--- src/rtl/pkt_stream_gen.sv ---
// Packet stream generator: emits framed write beats and single-beat read requests
// to a NoC port, in interleaved (per frame) or batched (all writes first) order.
module pkt_stream_gen #(
  parameter int AVL_DATA_WIDTH  = 512,
  parameter int FRAME_ID_WIDTH  = 32,
  parameter int PORT_ID_WIDTH   = 4,
  parameter int PORT_ID         = 3,
  parameter int FRAME_BEATS     = 8,
  parameter int NUM_FRAMES      = 4,
  parameter int READS_PER_FRAME = 2,
  parameter int START_DELAY     = 3,
  parameter int WIDTH_PKT       = AVL_DATA_WIDTH + 2 + FRAME_ID_WIDTH
) (
  input  logic                 clk,
  input  logic                 rst,
  input  logic                 start,
  input  logic                 mode,
  input  logic                 noc_ready_out,
  output logic [WIDTH_PKT-1:0] noc_data_in,
  output logic [3:0]           noc_valid_in,
  output logic [3:0]           noc_sop_in,
  output logic [3:0]           noc_eop_in,
  output logic                 busy,
  output logic                 done,
  output logic [2:0]           dbg_state
);

  // Handshake: a beat transfers on any rising edge where noc_valid_in is set and
  // noc_ready_out is high; while valid and not ready, every output holds its value.

  localparam int FIDX_W = FRAME_ID_WIDTH - PORT_ID_WIDTH;
  localparam int WNUM_W = (AVL_DATA_WIDTH < 32) ? AVL_DATA_WIDTH : 32;
  localparam int DLY_W  = (START_DELAY > 1) ? $clog2(START_DELAY) : 1;

  localparam logic [DLY_W-1:0]  LAST_DLY  = DLY_W'((START_DELAY == 0) ? 0 : START_DELAY - 1);
  localparam logic [7:0]        LAST_BEAT = 8'(FRAME_BEATS - 1);
  localparam logic [7:0]        LAST_RD   = 8'((READS_PER_FRAME == 0) ? 0 : READS_PER_FRAME - 1);
  localparam logic [FIDX_W-1:0] LAST_FIDX = FIDX_W'(NUM_FRAMES - 1);

  typedef enum logic [2:0] {
    S_IDLE  = 3'd0,
    S_DELAY = 3'd1,
    S_WRITE = 3'd2,
    S_READ  = 3'd3,
    S_DONE  = 3'd4
  } state_t;

  state_t              state_q, state_d;
  logic                mode_q, mode_d;
  logic [DLY_W-1:0]    dly_q, dly_d;
  logic [7:0]          beat_q, beat_d;
  logic [7:0]          rd_q, rd_d;
  logic [FIDX_W-1:0]   fidx_q, fidx_d;
  logic [WNUM_W-1:0]   wnum_q, wnum_d;
  logic [7:0]          rnum_q, rnum_d;
  logic                last_frame;
  logic [FIDX_W-1:0]   fid_rev;
  logic [FRAME_ID_WIDTH-1:0] frame_id;

  always_ff @(posedge clk or negedge rst) begin
    if (!rst) begin
      state_q <= S_IDLE;
      mode_q  <= 1'b0;
      dly_q   <= '0;
      beat_q  <= '0;
      rd_q    <= '0;
      fidx_q  <= '0;
      wnum_q  <= '0;
      rnum_q  <= '0;
    end else begin
      state_q <= state_d;
      mode_q  <= mode_d;
      dly_q   <= dly_d;
      beat_q  <= beat_d;
      rd_q    <= rd_d;
      fidx_q  <= fidx_d;
      wnum_q  <= wnum_d;
      rnum_q  <= rnum_d;
    end
  end

  always_comb begin
    state_d    = state_q;
    mode_d     = mode_q;
    dly_d      = dly_q;
    beat_d     = beat_q;
    rd_d       = rd_q;
    fidx_d     = fidx_q;
    wnum_d     = wnum_q;
    rnum_d     = rnum_q;
    last_frame = (fidx_q == LAST_FIDX);
    case (state_q)
      S_IDLE, S_DONE: begin
        if (start) begin
          mode_d  = mode;
          dly_d   = '0;
          beat_d  = '0;
          rd_d    = '0;
          fidx_d  = '0;
          wnum_d  = WNUM_W'(1);
          rnum_d  = 8'd1;
          state_d = (START_DELAY == 0) ? S_WRITE : S_DELAY;
        end
      end
      S_DELAY: begin
        if (dly_q == LAST_DLY) state_d = S_WRITE;
        else                   dly_d   = dly_q + DLY_W'(1);
      end
      S_WRITE: begin
        if (noc_ready_out) begin
          wnum_d = wnum_q + WNUM_W'(1);
          if (beat_q == LAST_BEAT) begin
            beat_d = '0;
            if (!mode_q) begin
              // Interleaved: this frame's reads follow its writes.
              if (READS_PER_FRAME != 0) state_d = S_READ;
              else if (last_frame)      state_d = S_DONE;
              else                      fidx_d  = fidx_q + FIDX_W'(1);
            end else if (!last_frame) begin
              fidx_d = fidx_q + FIDX_W'(1);
            end else if (READS_PER_FRAME != 0) begin
              // Batched: rewind to frame 0 for the read pass.
              state_d = S_READ;
              fidx_d  = '0;
            end else begin
              state_d = S_DONE;
            end
          end else begin
            beat_d = beat_q + 8'd1;
          end
        end
      end
      S_READ: begin
        if (noc_ready_out) begin
          rnum_d = rnum_q + 8'd1;
          if (rd_q == LAST_RD) begin
            rd_d = '0;
            if (last_frame) begin
              state_d = S_DONE;
            end else begin
              fidx_d = fidx_q + FIDX_W'(1);
              if (!mode_q) state_d = S_WRITE;
            end
          end else begin
            rd_d = rd_q + 8'd1;
          end
        end
      end
      default: state_d = S_IDLE;
    endcase
  end

  always_comb begin
    fid_rev = '0;
    for (int i = 0; i < FIDX_W; i++) fid_rev[i] = fidx_q[FIDX_W-1-i];
    frame_id     = {PORT_ID_WIDTH'(PORT_ID), fid_rev};
    noc_valid_in = 4'h0;
    noc_sop_in   = 4'h0;
    noc_eop_in   = 4'h0;
    noc_data_in  = '0;
    if (state_q == S_WRITE) begin
      noc_valid_in = 4'hF;
      noc_sop_in   = {3'b000, beat_q == 8'd0};
      noc_eop_in   = {beat_q == LAST_BEAT, 3'b000};
      noc_data_in  = {1'b1, 1'b0, frame_id, AVL_DATA_WIDTH'(wnum_q)};
    end else if (state_q == S_READ) begin
      noc_valid_in = 4'hF;
      noc_sop_in   = 4'h1;
      noc_eop_in   = 4'h8;
      noc_data_in  = {1'b0, 1'b1, frame_id, rnum_q, {(AVL_DATA_WIDTH-8){1'b0}}};
    end
  end

  assign busy      = (state_q == S_DELAY) || (state_q == S_WRITE) || (state_q == S_READ);
  assign done      = (state_q == S_DONE);
  assign dbg_state = state_q;

endmodule

--- config.mk ---
export PLATFORM = sky130hd
export DESIGN_NAME = pkt_stream_gen
export DESIGN_NICKNAME = d
export VERILOG_FILES = /design/src/rtl/pkt_stream_gen.sv
export SDC_FILE = /design/constraint.sdc
export NUM_CORES = 1
export LEC_CHECK = 0
export BUFFER_PORTS_ARGS = -buffer_cell sky130_fd_sc_hd__buf_4
export CORE_AREA = 2 2 221 223
export CTS_BUF_LIST = sky130_fd_sc_hd__clkbuf_16
export CTS_CLUSTER_SIZE = 14
export DETAILED_ROUTE_END_ITERATION = 16
export DIE_AREA = 0 0 223 225
export GPL_TIMING_DRIVEN = 0
export HOLD_SLACK_MARGIN = 0.06
export SYNTH_ARGS = -nofsm -noshare
export SYNTH_HDL_FRONTEND = slang
export SYNTH_SLANG_ARGS = --single-unit
--- constraint.sdc ---
create_clock -name clk -period 2.36 [get_ports clk]
set_input_delay 0.118 -clock clk [delete_from_list [all_inputs] [get_ports clk]]
set_output_delay 0.118 -clock clk [all_outputs]
set_load 0.005 [all_outputs]
* After elaboration in Yosys (flattened, before gate mapping)
Cells that the tools add are included.
** Storage, ports and cells
- Bits in registers :: 90
- Output and inout port bits :: 563
- Logic and storage cells :: 92
** Cells by class
- Add/sub/neg operators :: 6
- Equality and inequality tests :: 19
- Muxes and demuxes :: 44
- Reduce and logical (&&, ||, !) cells :: 15
** Operators by type and width (number)
- 546-bit 2-to-1 mux :: 1
- 545-bit 2-to-1 mux :: 1
- 28-bit 2-to-1 mux :: 8
- 28-bit case mux with 3 select lines :: 1
- 32-bit 2-to-1 mux :: 2
- 32-bit case mux with 2 select lines :: 1
- 8-bit 2-to-1 mux :: 7
- 8-bit case mux with 2 select lines :: 3
- 32-bit by 1-bit adder with 32-bit output, second input constant :: 1
- 3-bit 2-to-1 mux :: 10
- 28-bit by 1-bit adder with 28-bit output, second input constant :: 1
- 28-bit by 2-bit equality test with 1-bit output, second input constant :: 1
- 8-bit by 1-bit adder with 8-bit output, second input constant :: 3
- 2-bit != test, second input constant :: 9
- 4-bit 2-to-1 mux :: 4
- 8-bit AND reduction :: 2
- 3-bit case mux with 4 select lines :: 1
- 3-bit AND reduction :: 3
- 8-bit by 1-bit equality test with 1-bit output, second input constant :: 1
- 8-bit by 3-bit equality test with 1-bit output, second input constant :: 1
- 8-bit logical NOT :: 1
- 3-bit by 2-bit equality test with 1-bit output, second input constant :: 2
- 3-bit != test, second input constant :: 2
- 2-bit nonzero test :: 3
- other kinds (12) :: 15

* Longest topological paths before layout
Gate-level depths: netlist of the first run.
- Depth after elaboration :: 6
- Depth in mapped cells :: 9
- Gate-level depth less buffers :: 7

* Least setup slack after synthesis of the first run
No wires, ideal clock.
- Kind :: reg2reg
- Start :: register fidx_q[0]
- End :: register fidx_q[24]
- Arrival time :: 1.941 ns
- Slack :: 0.288 ns
- Cell stages (with the launch flop) :: 10
- Cell sequence :: dfrtp_1 ha_1 nor4b_1 and4_1 clkbuf_1 a31oi_1 buf_2 clkbuf_1 a211oi_1 mux2i_1
** On the way
- Cells in the longest elaborated chain, start to end :: 6
- Elaborated cells on any way between the ends :: 12
- Those cells by class :: add/sub (1); eq/ne (2); mux (8); reduce/logical (1)
** RTL lines
- from (decl) :: RTL line 53 : logic [FIDX_W-1:0] fidx_q, fidx_d;
- from (signal assigned) :: RTL line 76 : fidx_q <= fidx_d;
- 28-bit by 1-bit adder with 28-bit output or 28-bit by 2-bit equality test with 1-bit output (tied branches) :: RTL line 120, 141, 91
- 28-bit 2-to-1 mux :: RTL line 119 : end else if (!last_frame) begin
- 28-bit 2-to-1 mux :: RTL line 114 : if (!mode_q) begin
- 28-bit 2-to-1 mux :: RTL line 112 : if (beat_q == LAST_BEAT) begin
- 28-bit 2-to-1 mux :: RTL line 110 : if (noc_ready_out) begin
- 28-bit case mux with 3 select lines :: RTL line 92 : case (state_q)
Several ways; a longest one is shown, not always the timed one. The select of a mux whose other input is x is not followed.
A chain may end at the register's enable or synchronous reset.

* Worst setup path in the final report of the first run
- Start :: register rd_q[1]
- End :: register fidx_q[21]
** On the way
- Cells in the longest elaborated chain, start to end :: 3
** RTL lines
- from (decl) :: RTL line 52 : logic [7:0] rd_q, rd_d;
- from (signal assigned) :: RTL line 75 : rd_q <= rd_d;
- 8-bit by 1-bit equality test with 1-bit output :: RTL line 136 : if (rd_q == LAST_RD) begin
- 2-bit != test (no source line)
- 8-bit AND reduction (no source line)
Every way passes these cells.

==> results.sh, run 1 <==
export IMPL_required_ns=2.64
export IMPL_track_usage_pct=9.344
export IMPL_cts_buffers=9
export IMPL_die_area_mm2=0.05018
export IMPL_synthCells=1146
export IMPL_routedWlPerCell_um=10.89
export IMPL_fin_setup_tns_ns=0
export IMPL_antenna_diode_count=0
export IMPL_placementRows=80
export IMPL_mostFrequentLayoutCell="buf_4"
export IMPL_whs_endpoint="rnum_q[1]$_DFFE_PN0P_"
export IMPL_drt_iter0_markers=379
export IMPL_avgSynthCellArea_um2=8.149
export IMPL_finalCriticalPeriod_ns=2.262
export IMPL_start_util_pct=19.64
export IMPL_first_pass_iters=4
export IMPL_timing_rr_end="fidx_q[21]$_DFFE_PN0P_"
export IMPL_skew_ns=0.007742
export IMPL_h_tree_depth=3
export IMPL_yosysUniqueCellTypes=64
export IMPL_grt_ovfl_total=0
export IMPL_critPathMaxStageDelay_ns=0.44
export IMPL_ys_seq_area_share_pct=24.12
export IMPL_layout_common_cells="583 x buf_4, 480 x conb_1, 89 x dfrtp_1"
export IMPL_status="completed"
export IMPL_fmax_mhz=442.0
export IMPL_worstSetupStartpointType="register"
export IMPL_grt_max_degree=91
export IMPL_tightest_slew_ns=1.222
export IMPL_die_x_um=223
export IMPL_routabilityCongestion=0.8460
export IMPL_antenna_found_initial=1
export IMPL_path_class="reg -> reg"
export IMPL_drive_gt1_share_pct=37.49
export IMPL_path_cells="inv_1 -> ha_1 -> nor4b_4 -> nand3_2 -> a311o_2 -> buf_6 -> a2111o_1 -> mux2i_1"
export IMPL_cts_path_max_buffers=2
export IMPL_cp_max_fo=10
export IMPL_r2r_slack_ns=0.1
export IMPL_num_vias=8056
export IMPL_clkTransAtPathRegs_ns=0.07
export IMPL_ys_ff_latch=90
export IMPL_finalHoldViolCount=0
export IMPL_period_share_pct=95.87
export IMPL_maxCapViolations=0
export IMPL_final_area_mm2=0.01304
export IMPL_slew_headroom_pct=18.54
export IMPL_p_per_area_mw_per_mm2=459.6
export IMPL_dpl_cell_area_mm2=0.01256
export IMPL_drc=0
export IMPL_wl_um=25580
export IMPL_regArea_mm2=0.002253
export IMPL_grt_first_pass_wirelength_um=37670
export IMPL_synth_edf_count=0
export IMPL_numClockSinks=90
export IMPL_clock_latency_ns=0.36
export IMPL_reg2reg_depth=8
export IMPL_whs_path_depth=4
export IMPL_p_leak_uw=0.007192
export IMPL_setup_violations=0
export IMPL_cts_root_buffer="clkbuf_16"
export IMPL_io_buffers=87
export IMPL_whs_ns=0.2481
export IMPL_place_inst=2327
export IMPL_nets=1742
export IMPL_hold_class="in -> reg"
export IMPL_finalNonFillerCells=2349
export IMPL_hpwl_um=20700
export IMPL_fillerInstances=5167
export IMPL_synthArstFlopShare_pct=100.0
export IMPL_cts_tree="done"
export IMPL_ir_drop_uv=346.7
export IMPL_die_h_um=225
export IMPL_synth_area_mm2=0.009339
export IMPL_multiInputGateArea_mm2=0.005040
export IMPL_cpMaxStageDelayCell="a311o_2"
export IMPL_area_delta_synth_final_pct=39.59
export IMPL_ant_nets=0
export IMPL_yosysWarnings=0
export IMPL_final_core_util_pct=27.42
export IMPL_grt_pass1_vias=7167
export IMPL_r2r_start="rd_q[1]$_DFFE_PN0P_"
export IMPL_synth_main_ff_cell="dfrtp_1"
export IMPL_io_pins=568
export IMPL_finalMaxSlewViolations=0
export IMPL_arrival_ns=2.55
export IMPL_end_kind="register"
export IMPL_hold_path_startpoint="noc_ready_out"
export IMPL_vias_per_cell=3.430
export IMPL_core_mm2=0.04755
-- critical path: cells and delay by family, from the launching register on --
kind                       cells  cell delay [ns]
DFF                            1             0.41
adders and majority gates      1             0.15
muxes                          1             0.14
AOI/OAI and AO/OA              2             0.83
buffers and inverters          2             0.25
and+or+nand+nor                2             0.40
-- cells by family (layout without fill, tap and decap cells) --
kind of cell               Yosys count  after routing  share of synthesized area, %
buffers and inverters              557            666                         42.42
and+or+nand+nor                    335            335                         19.94
AOI/OAI and AO/OA                  109            109                         7.891
DFF                                 90             90                         24.12
xor gates and xnor gates            31             31                         2.907
muxes                               15             15                         1.621
adders and majority gates            8              8                         1.072
other                                1            480                       0.04015
-- metrics by stage --
| stage | setup slack (ns) | power (µW) |
|---|---|---|
| finish | 0.09754 | 5991 |
| global route | -0.02209 | 6429 |
| CTS | 0.002232 | 5963 |
| detailed placement | -0.4170 | 4550 |
| global placement | -0.4223 | 4514 |
| floorplan | 0.2884 | 3586 |
-- per-layer routing --
layer | vias up | part of all wire (%) | GRT usage, %
met1 | 3657 | 37 | 9.823
met2 | 317 | 54 | 17.91
met4 | 2 | 1.7 | 3.529
met3 | 27 | 7.1 | 2.229
met5 | - | 0.051 | 0
li1 | 4053 | - | -
-- sequential cells by signal, summed over array words and instances (netlist names) --
register	cells
wnum_q	32
dly_q	2
dbg_state	3
mode_q	1
fidx_q	28
rd_q	8
rnum_q	8
beat_q	8
-- report_power, final --
| part | leakage (µW) | total [µW] | internal [µW] | switching, µW |
|---|---|---|---|---|
| combinational | 0.00594 | 2610 | 1310 | 1300 |
| sequential | 0.00112 | 2000 | 1730 | 269 |
| clock | 0.000135 | 1390 | 713 | 673 |
| total | 0.00719 | 5990 | 3750 | 2240 |
-- how the worst max path moves through the flow --
| stage | slack, ns | startpoint | cells past startpoint | end |
|---|---|---|---|---|
| after floorplan | 0.29 | fidx_q[0]$_DFFE_PN0P_ | 9 | fidx_q[24]$_DFFE_PN0P_ |
| after global placement | -0.42 | fidx_q[0]$_DFFE_PN0P_ | 9 | fidx_q[5]$_DFFE_PN0P_ |
| after detailed placement | -0.42 | fidx_q[0]$_DFFE_PN0P_ | 9 | fidx_q[5]$_DFFE_PN0P_ |
| after CTS | 0.002 | dbg_state[2]$_DFFE_PN0P_ | 7 | fidx_q[20]$_DFFE_PN0P_ |
| after global routing | -0.02 | rd_q[1]$_DFFE_PN0P_ | 7 | dbg_state[2]$_DFFE_PN0P_ |
| final | 0.1 | rd_q[1]$_DFFE_PN0P_ | 8 | fidx_q[21]$_DFFE_PN0P_ |
-- cells in the mapped netlist (4+ instances only) --
| library cell | instances | share of area, % |
|---|---|---|
| nor2_1 | 65 | 2.6 |
| nand4_1 | 27 | 1.8 |
| and3_1 | 40 | 2.7 |
| or3_1 | 6 | 0.40 |
| o31ai_1 | 7 | 0.56 |
| buf_4 | 490 | 39 |
| dfrtp_1 | 90 | 24 |
| nor3_1 | 11 | 0.59 |
| buf_2 | 7 | 0.38 |
| nand3_1 | 49 | 2.6 |
| nand4b_1 | 4 | 0.38 |
| a211o_1 | 4 | 0.38 |
| xnor2_1 | 19 | 1.8 |
| a21oi_1 | 13 | 0.70 |
| o21ai_0 | 33 | 1.8 |
| clkbuf_1 | 30 | 1.2 |
| inv_1 | 26 | 1.0 |
| ha_1 | 8 | 1.1 |
| and2_1 | 36 | 2.4 |
| xor2_1 | 12 | 1.1 |
| nor4_1 | 17 | 1.1 |
| mux2i_1 | 14 | 1.5 |
| and4_1 | 10 | 0.94 |
| o22ai_1 | 8 | 0.54 |
| a211oi_1 | 24 | 1.9 |
| nand2_1 | 45 | 1.8 |
-- final cells by class --
class                   instances  area share [%]
multi-input cells             978           38.66
plain buffers                 529           29.81
flip-flops and latches         90           17.29
well taps                     615           5.903
repair buffers                 95           5.509
clock buffers                   9           1.728
inverters                      26          0.7486
clock inverters                 7          0.3551
-- repair_timing --
item | CTS | global route
hold endpoints to repair | 26 | 0
gates resized for setup | 14 | 33
hold buffers | 2 | 0
endpoints found under the setup margin | 59 | 44
pin swaps | 2 | 3
gates cloned | 0 | 0
buffers inserted | 3 | 3
No activity file was read; power rests on OpenSTA's default activity.
==> inputs of run 2 (changes only) <==
- MAX_ROUTING_LAYER: not set -> met4
==> run 2 against run 1 <==
- power increased by 0.19%
- register-to-register slack about the same
- first-iteration DRC count decreased by 1.1%
- maximum frequency decreased by 0.24%
- wire length about the same
- core utilization about the same
- critical endpoint unchanged
- largest cell class unchanged
==> results.sh, run 2 (synthesis results as in run 1) <==
export IMPL_finalPower_uw=6003
export IMPL_placementRows=80
export IMPL_io_pins=568
export IMPL_slew_headroom_pct=18.21
export IMPL_skew_ns=0.007676
export IMPL_fillerInstances=5168
export IMPL_required_ns=2.64
export IMPL_drc=0
export IMPL_nets=1743
export IMPL_cts_buffers=9
export IMPL_setup_ws_ns=0.09221
export IMPL_arrival_ns=2.55
export IMPL_p_per_area_mw_per_mm2=460.1
export IMPL_die_h_um=225
export IMPL_whs_ns=0.2406
export IMPL_numClockSinks=90
export IMPL_path_class="reg -> reg"
export IMPL_crit_buf_inv=2
export IMPL_finalHoldViolCount=0
export IMPL_dpl_worst_slack_ns=-0.4170
export IMPL_reg2reg_depth=8
export IMPL_cpMaxStageDelayCell="a311o_2"
export IMPL_cp_max_fo=10
export IMPL_setup_violations=0
export IMPL_reg_top3="wnum_q x32, fidx_q x28"
export IMPL_grt_ovfl_total=0
export IMPL_grt_pass1_vias=7171
export IMPL_area_delta_synth_final_pct=39.70
export IMPL_core_mm2=0.04755
export IMPL_wl_um=25570
export IMPL_path_cells="inv_1 -> ha_1 -> nor4b_4 -> nand3_2 -> a311o_2 -> buf_6 -> a2111o_1 -> mux2i_1"
export IMPL_critPathMaxStageDelay_ns=0.44
export IMPL_final_core_util_pct=27.44
export IMPL_h_tree_depth=3
export IMPL_fin_setup_tns_ns=0
export IMPL_maxCapViolations=0
export IMPL_clkTransAtPathRegs_ns=0.07
export IMPL_die_area_mm2=0.05018
export IMPL_p_leak_uw=0.007197
export IMPL_finalMaxSlewViolations=0
export IMPL_whs_path_depth=4
export IMPL_hold_class="in -> reg"
export IMPL_cts_tree="done"
export IMPL_finalCriticalPeriod_ns=2.268
export IMPL_cts_path_max_buffers=2
export IMPL_end_kind="register"
export IMPL_grt_max_degree=91
export IMPL_io_buffers=87
export IMPL_clock_latency_ns=0.36
export IMPL_drive_gt1_share_pct=37.52
export IMPL_fmax_mhz=441.0
export IMPL_cts_root_buffer="clkbuf_16"
export IMPL_critical_path_top_delay_family="compound AO/OA/AOI/OAI gates"
export IMPL_track_usage_pct=9.619
export IMPL_antenna_found_initial=1
export IMPL_ant_nets=0
export IMPL_worstSetupStartpointType="register"
export IMPL_die_x_um=223
export IMPL_routedWlPerCell_um=10.88
export IMPL_period_share_pct=96.09
export IMPL_path_depth=8
export IMPL_largest_register_ffs=32
export IMPL_start_util_pct=19.64
export IMPL_drt_iter0_markers=375
export IMPL_hpwl_um=20700
export IMPL_status="completed"
export IMPL_num_vias=8071
export IMPL_tightest_slew_ns=1.227
export IMPL_ir_drop_uv=344.6
export IMPL_vias_per_cell=3.433
export IMPL_mostFrequentLayoutCell="buf_4"
export IMPL_layout_common_cells="584 x buf_4, 480 x conb_1, 89 x dfrtp_1"
export IMPL_grt_first_pass_wirelength_um=37650
export IMPL_largest_register="wnum_q"
export IMPL_routabilityCongestion=0.8593
export IMPL_first_pass_iters=5
[run 2: tightest hold or removal path, stage by stage]
cell and delay (ns):
buf_4 0.14, nand4b_1 0.15, nand3_1 0.09, nand2_1 0.07
[run 2: path summary, 6_finish.rpt]
check	start	end	slack [ns]
worst max register to register	rd_q[1]$_DFFE_PN0P_	fidx_q[21]$_DFFE_PN0P_	0.09
worst min-delay path	noc_ready_out	rnum_q[1]$_DFFE_PN0P_	0.24
max in group asynchronous	rst	wnum_q[0]$_DFFE_PN0P_	0.96
min in group asynchronous	rst	fidx_q[26]$_DFFE_PN0P_	0.51
worst min register to register	dly_q[0]$_DFFE_PN0P_	dly_q[0]$_DFFE_PN0P_	0.50
worst max-delay path	rd_q[1]$_DFFE_PN0P_	fidx_q[21]$_DFFE_PN0P_	0.09
[run 2: layout make-up]
cell class / instances / area, µm² / area share [%]
clock buffers: 9 / 225.2 / 1.726
clock inverters: 7 / 46.29 / 0.3548
multi-input cells: 978 / 5040 / 38.63
flip-flops and latches: 90 / 2253 / 17.27
repair buffers: 96 / 725.7 / 5.562
well taps: 615 / 769.5 / 5.898
plain buffers: 529 / 3886 / 29.79
inverters: 26 / 97.59 / 0.7481
diodes: 1 / 2.502 / 0.01918
[run 2: layer usage]
layer	wire, µm	track usage, %	vias to the layer above
met5	0	-	-
met3	1880	2.125	27
li1	-	-	4053
met2	13890	17.91	337
met1	9350	9.887	3654
met4	452	3.529	0
[run 2: what timing repair did]
item,CTS,global route
endpoints found under the hold margin,26,0
resized for setup,14,34
pin swaps,2,3
hold buffers,2,0
buffers inserted,3,4
setup endpoints to repair,59,44
[run 2: where the power goes]
part,switching (µW),total [µW],internal (µW)
combinational,1300,2620,1320
sequential,269,2000,1730
clock,667,1380,713
[run 2: stage by stage]
step | instance area [µm²] | std cells
after floorplan | 11140 | 1625
after global placement | 12560 | 2327
after detailed placement | 12560 | 2327
after CTS | 12910 | 2346
after global routing | 13050 | 2351
final | 13050 | 2351
